**src/rtl/pc_gen_if.sv**
```systemverilog
// Fetch-stage control and PC bus for pc_gen.
// Request semantics: each *_valid, ras_push and ras_pop is a single-cycle request.
// It is sampled on the rising clock edge. There is no ready and no back-pressure,
// so every request is consumed, by the priority rules, on the edge it is seen.
interface pc_gen_if #(
   parameter int XLEN      = 32,
   parameter int RAS_DEPTH = 4
);
   localparam int CW = $clog2(RAS_DEPTH + 1);

   logic            pc_write;
   logic            trap_valid;
   logic [XLEN-1:0] trap_pc;
   logic            redirect_valid;
   logic [XLEN-1:0] redirect_pc;
   logic            ras_push;
   logic [XLEN-1:0] ras_push_addr;
   logic            ras_pop;
   logic [XLEN-1:0] pc;
   logic            ras_hit;
   logic [CW-1:0]   ras_count;
   logic            pc_misaligned;

   // Front-end control side: issues requests and observes the PC.
   modport master (
      output pc_write, trap_valid, trap_pc, redirect_valid, redirect_pc,
             ras_push, ras_push_addr, ras_pop,
      input  pc, ras_hit, ras_count, pc_misaligned
   );

   // PC generator side.
   modport slave (
      input  pc_write, trap_valid, trap_pc, redirect_valid, redirect_pc,
             ras_push, ras_push_addr, ras_pop,
      output pc, ras_hit, ras_count, pc_misaligned
   );
endinterface

```
**src/rtl/pc_gen.sv**
```systemverilog
// Fetch program-counter generator.
// Next-PC priority is trap, then redirect, then return-address prediction, then sequential.
// A small circular return-address stack (RAS) supplies the return-address predictions.
module pc_gen #(
   parameter int              XLEN         = 32,
   parameter logic [XLEN-1:0] RESET_VECTOR = '0,
   parameter int              INC          = 4,
   parameter int              RAS_DEPTH    = 4
) (
   input logic       clk,
   input logic       reset,
   pc_gen_if.slave   bus
);
   localparam int PW = $clog2(RAS_DEPTH);
   localparam int CW = $clog2(RAS_DEPTH + 1);

   logic [XLEN-1:0] pc_q;
   logic [PW-1:0]   sp;
   logic [CW-1:0]   count;
   logic [XLEN-1:0] ras_mem [RAS_DEPTH];

   logic [PW-1:0]   sp_dec;
   logic [PW-1:0]   wr_idx;
   logic [XLEN-1:0] ras_top;
   logic            ras_empty;
   logic            ras_full;
   logic            ras_hit;
   logic            ras_act;
   logic            do_push;
   logic            do_pop;

   assign sp_dec    = sp - PW'(1);
   assign ras_top   = ras_mem[sp_dec];
   assign ras_empty = (count == '0);
   assign ras_full  = (count == CW'(RAS_DEPTH));

   // A prediction is only usable when nothing of higher priority is steering fetch.
   assign ras_hit = bus.ras_pop && !ras_empty && !bus.trap_valid && !bus.redirect_valid;

   // The stack only moves when fetch advances down the predicted path.
   assign ras_act = bus.pc_write && !bus.trap_valid && !bus.redirect_valid && !reset;
   assign do_push = ras_act && bus.ras_push;
   assign do_pop  = ras_act && ras_hit;

   // A push that pairs with a pop replaces the popped top in place.
   assign wr_idx = do_pop ? sp_dec : sp;

   assign bus.pc            = pc_q;
   assign bus.ras_hit       = ras_hit;
   assign bus.ras_count     = count;
   assign bus.pc_misaligned = (pc_q[1:0] != 2'b00);

   // PC register plus stack pointer and occupancy; a trap also flushes the stack.
   always_ff @(posedge clk or posedge reset) begin
      if (reset) begin
         pc_q  <= RESET_VECTOR;
         sp    <= '0;
         count <= '0;
      end else if (bus.trap_valid) begin
         pc_q  <= bus.trap_pc;
         sp    <= '0;
         count <= '0;
      end else if (bus.redirect_valid) begin
         pc_q <= bus.redirect_pc;
      end else if (bus.pc_write) begin
         pc_q <= ras_hit ? ras_top : pc_q + XLEN'(INC);
         if (do_push && !do_pop) begin
            sp <= sp + PW'(1);
            if (!ras_full) count <= count + CW'(1);
         end else if (do_pop && !do_push) begin
            sp    <= sp_dec;
            count <= count - CW'(1);
         end
      end
   end

   // Stack storage is deliberately left uninitialised; occupancy alone tracks validity.
   always_ff @(posedge clk) begin
      if (do_push) ras_mem[wr_idx] <= bus.ras_push_addr;
   end
endmodule

```
**src/flat_wrapper.sv**
```systemverilog
// flat-port wrapper written by rule: the top's interface ports become plain ports
module pc_gen_flat 
#(
   parameter int              XLEN         = 32,
   parameter logic [XLEN-1:0] RESET_VECTOR = '0,
   parameter int              INC          = 4,
   parameter int              RAS_DEPTH    = 4
)
  (clk, reset, bus_pc_write, bus_trap_valid, bus_trap_pc, bus_redirect_valid, bus_redirect_pc, bus_ras_push, bus_ras_push_addr, bus_ras_pop, bus_pc, bus_ras_hit, bus_ras_count, bus_pc_misaligned);
  pc_gen_if #(.XLEN(XLEN), .RAS_DEPTH(RAS_DEPTH)) bus_i ();
  input logic clk;
  input logic reset;
  input wire logic [$bits(bus_i.pc_write)-1:0] bus_pc_write;
  input wire logic [$bits(bus_i.trap_valid)-1:0] bus_trap_valid;
  input wire logic [$bits(bus_i.trap_pc)-1:0] bus_trap_pc;
  input wire logic [$bits(bus_i.redirect_valid)-1:0] bus_redirect_valid;
  input wire logic [$bits(bus_i.redirect_pc)-1:0] bus_redirect_pc;
  input wire logic [$bits(bus_i.ras_push)-1:0] bus_ras_push;
  input wire logic [$bits(bus_i.ras_push_addr)-1:0] bus_ras_push_addr;
  input wire logic [$bits(bus_i.ras_pop)-1:0] bus_ras_pop;
  output wire logic [$bits(bus_i.pc)-1:0] bus_pc;
  output wire logic [$bits(bus_i.ras_hit)-1:0] bus_ras_hit;
  output wire logic [$bits(bus_i.ras_count)-1:0] bus_ras_count;
  output wire logic [$bits(bus_i.pc_misaligned)-1:0] bus_pc_misaligned;
  assign bus_i.pc_write = bus_pc_write;
  assign bus_i.trap_valid = bus_trap_valid;
  assign bus_i.trap_pc = bus_trap_pc;
  assign bus_i.redirect_valid = bus_redirect_valid;
  assign bus_i.redirect_pc = bus_redirect_pc;
  assign bus_i.ras_push = bus_ras_push;
  assign bus_i.ras_push_addr = bus_ras_push_addr;
  assign bus_i.ras_pop = bus_ras_pop;
  assign bus_pc = bus_i.pc;
  assign bus_ras_hit = bus_i.ras_hit;
  assign bus_ras_count = bus_i.ras_count;
  assign bus_pc_misaligned = bus_i.pc_misaligned;
  pc_gen #(.XLEN(XLEN), .RESET_VECTOR(RESET_VECTOR), .INC(INC), .RAS_DEPTH(RAS_DEPTH)) u_core (.clk(clk), .reset(reset), .bus(bus_i));
endmodule
```
**config.mk**
```make
export PLATFORM = sky130hd
export DESIGN_NAME = pc_gen_flat
export DESIGN_NICKNAME = d
export VERILOG_FILES = /design/src/rtl/pc_gen_if.sv /design/src/rtl/pc_gen.sv /design/src/flat_wrapper.sv
export SDC_FILE = /design/constraint.sdc
export NUM_CORES = 1
export LEC_CHECK = 0
export CELL_PAD_IN_SITES_DETAIL_PLACEMENT = 1
export CELL_PAD_IN_SITES_GLOBAL_PLACEMENT = 2
export CORE_MARGIN = 10
export CORE_UTILIZATION = 35
export DETAILED_ROUTE_END_ITERATION = 7
export GPL_TIMING_DRIVEN = 0
export MAX_ROUTING_LAYER = met4
export PLACE_DENSITY_LB_ADDON = 0.1
export SYNTH_ARGS = -nofsm -noshare
export SYNTH_HDL_FRONTEND = slang
export SYNTH_SLANG_ARGS = --single-unit
```
**constraint.sdc**
```tcl
create_clock -name clk -period 6.54 [get_ports clk]
set_clock_uncertainty 0.15 [all_clocks]
set_input_delay 0.981 -clock clk [delete_from_list [all_inputs] [get_ports clk]]
set_output_delay 0.981 -clock clk [all_outputs]
set_load 0.02 [all_outputs]
```
==> out/metrics.yaml <==
outcome: "completed"
track_usage_pct: 18.33
powerDensity_nw_per_um2: 248.1
syn_area_um2: 7766
slew_headroom_pct: 48.69
cp.required_ns: 5.41
netlist.top_cell.by_area: "edfxtp_1"
final-setup-viol-count: 0
reg2reg_slack_ns: 3.51
top_layer_used: "met4"
syn_nets: 669
final_area_um2: 10260
nNetsFinal: 833
finalWirelength_um: 25420
fin_crit_sh_pct: 67.59
clock_path_buffers: 2
setup_ws_ns: 2.119
grt_overflow: 0
totalNegativeSetupSlack_ns: 0
grt_start_max_net_pins: 24
synthTopCellsByArea: "edfxtp_1, dfrtp_1, mux4_2"
die_h_um: 169.0
tightest_slew_ns: 0.7668
rsz0062_at_grt: "no"
worstSetupEndpointType: "output pin"
crit_fanout: 10
async_flop_share_pct: 22.42
syn_avg_cell_area_um2: 13.77
cts_resized: 0
die_x_um: 169.0
slowest_delay_ns: 0.66
postPlaceCellArea_um2: 9663
min_from: "u_core.bus.pc[14]"
cts-root-buf: "clkbuf_16"
wl_per_cell_um: 24.90
dp.cells: 989
cpLargestDelayFamily: "buffers and inverters"
critPathLaunchType: "input port"
path_clk_slew_ns: 0.07
dp_worst_setup_slack_ns: 2.114
initial_core_util_pct: 35.59
crit_top_cell: "clkdlybuf4s50_1"
drv_slew: 0
timing_worst_setup_path_type: "input port to output pin"
place_congestion: 0.8099
stdcell_count: 1021
drt_iter0_drc: 391
cts_tree: "built"
vias_per_cell: 5.480
via_count: 5595
seqCellArea_um2: 4770
cts_buffers: 17
period_needed_ns: 4.421
fp.dieArea_um2: 28550
grt_pass1_wl_um: 38410
crit_buf_inv: 4
reg2reg_depth: 7
diodes: 0
leakagePower_nw: 3.493
synthToLayoutAreaGrowth_pct: 32.17
grt_pass1_vias: 5965
drv_cap: 0
portBuffers: 138
wl_met1_um: 11450
drive_above_1_share_pct: 12.96
synth_edf_count: 128
antenna_found_initial: 0
rr_startpoint: "u_core.bus.ras_count[0]"
dr_wl_met3_um: 1020
peakVddDrop_uv: 166.1
rr_endpoint: "u_core.ras_mem[0][21]"
ys.warnings.count: 0
postCtsSetupBuffers: 0
synthDistinctLibCells: 63
crit_cells: 6
clock_latency_ns: 0.43
wl_met2_um: 12750
row_count: 54
synth_top_area_share_pct: 49.49
syn_inst: 564
ys_seq_elements: 165
first_pass_iters: 6
hold_viol: 0
io-pin-count: 140
synth_ff_type: "edfxtp_1"
cts_hold_buffers: 0
critical_path_arrival_ns: 3.29
core-area_um2: 21820
seq_area_frac_synth_pct: 61.41
crit_path_cell_trace: "clkdlybuf4s50_1 > clkbuf_1 > or2_1 > nor2_1 > buf_2 > clkdlybuf4s50_1"
startpoint: "bus_redirect_valid"
cts_sinks: 165
dp_hpwl_um: 19100
multiInputGateArea_um2: 2783
worst_hold_path_type: "flop to flop"
drc: 0
fin_util_pct: 47.04
worst_hold_slack_ns: 0.4061
slowest_stage: "clkdlybuf4s50_1"
finalPower_mw: 2.546
antenna_left: 0
fmax_mhz: 226.2
fillers: 2242
htree_num_levels: 4
critPathCapture: "bus_ras_hit"
==> cells by family after synthesis <==
group,after synthesis,share of synthesized area (%)
fa+ha+maj,2,0.3222
buf+inv,48,3.125
mux,39,10.67
simple gates,171,11.70
flops,165,61.41
compound gates,131,11.87
xor+xnor,8,0.9022
==> synthesized netlist by cell type, types with 11 or more instances <==
cell type and number:
edfxtp_1 128, dfrtp_1 37, nor2_1 37, nand2_1 31, a21oi_1 29, nor3_1 27, mux4_2 23, nor2b_1 21
o21ai_0 21, clkbuf_1 18, nand3_1 17, buf_2 13, a31oi_1 11, nand4_1 11
==> sequential cells by signal, indices dropped and copies added, names as in the netlist <==
name and count:
u_core.ras_mem 128, u_core.bus.pc 32, u_core.bus.ras_count 3, u_core.sp 2
==> layout make-up <==
class / count / share of cell area [%]
well taps: 280 / 3.413
plain buffers: 39 / 2.036
inverters: 9 / 0.3291
flip-flops and latches: 165 / 46.47
multi-input cells: 351 / 27.11
clock buffers: 17 / 4.144
repair buffers: 145 / 14.79
clock inverters: 15 / 1.719
==> cells in the final DEF, fill, tap and decap left out, drive strengths merged, types with 11 or more instances in the layout <==
master	synthesis	routed
a21oi	29	29
a31oi	11	11
buf	21	28
clkbuf	18	35
clkdlybuf4s50	0	138
dfrtp	37	37
edfxtp	128	128
inv	9	17
mux4	32	32
nand2	31	31
nand3	17	17
nand4	12	12
nor2	37	37
nor2b	21	21
nor3	27	27
o21ai	23	23
==> worst min-delay path by stage <==
stage	end	slack, ns	cells past startpoint
5_1_grt	u_core.bus.pc[29]	0.45	1
3_3_place_gp	u_core.bus.pc[14]	0.39	1
4_1_cts	u_core.bus.pc[14]	0.42	1
2_1_floorplan	u_core.bus.pc[30]	0.47	2
6_report	u_core.bus.pc[14]	0.41	1
3_5_place_dp	u_core.bus.pc[14]	0.40	1
==> power breakdown <==
part | internal (mW) | switching (mW) | total (mW)
Combinational | 0.167 | 0.168 | 0.336
Clock | 0.519 | 0.493 | 1.01
Sequential | 1.16 | 0.0405 | 1.20
Total | 1.84 | 0.702 | 2.55
==> routing by layer <==
metal / global-route usage (%) / up-vias
li1: - / 2575
met1: 23.57 / 2887
met2: 29.78 / 115
met3: 3.034 / 18
met4: 4.353 / 0
met5: - / -
==> worst reg2reg max path: stages, from the launching register on <==
cell and delay (ns):
dfrtp_1 0.50, o31ai_4 0.42, nor2_1 0.16, nand3_1 0.22, xor2_1 0.24, nor3b_2 0.62
buf_8 0.24, buf_6 0.18
No activity file was read; power rests on OpenSTA's default activity.
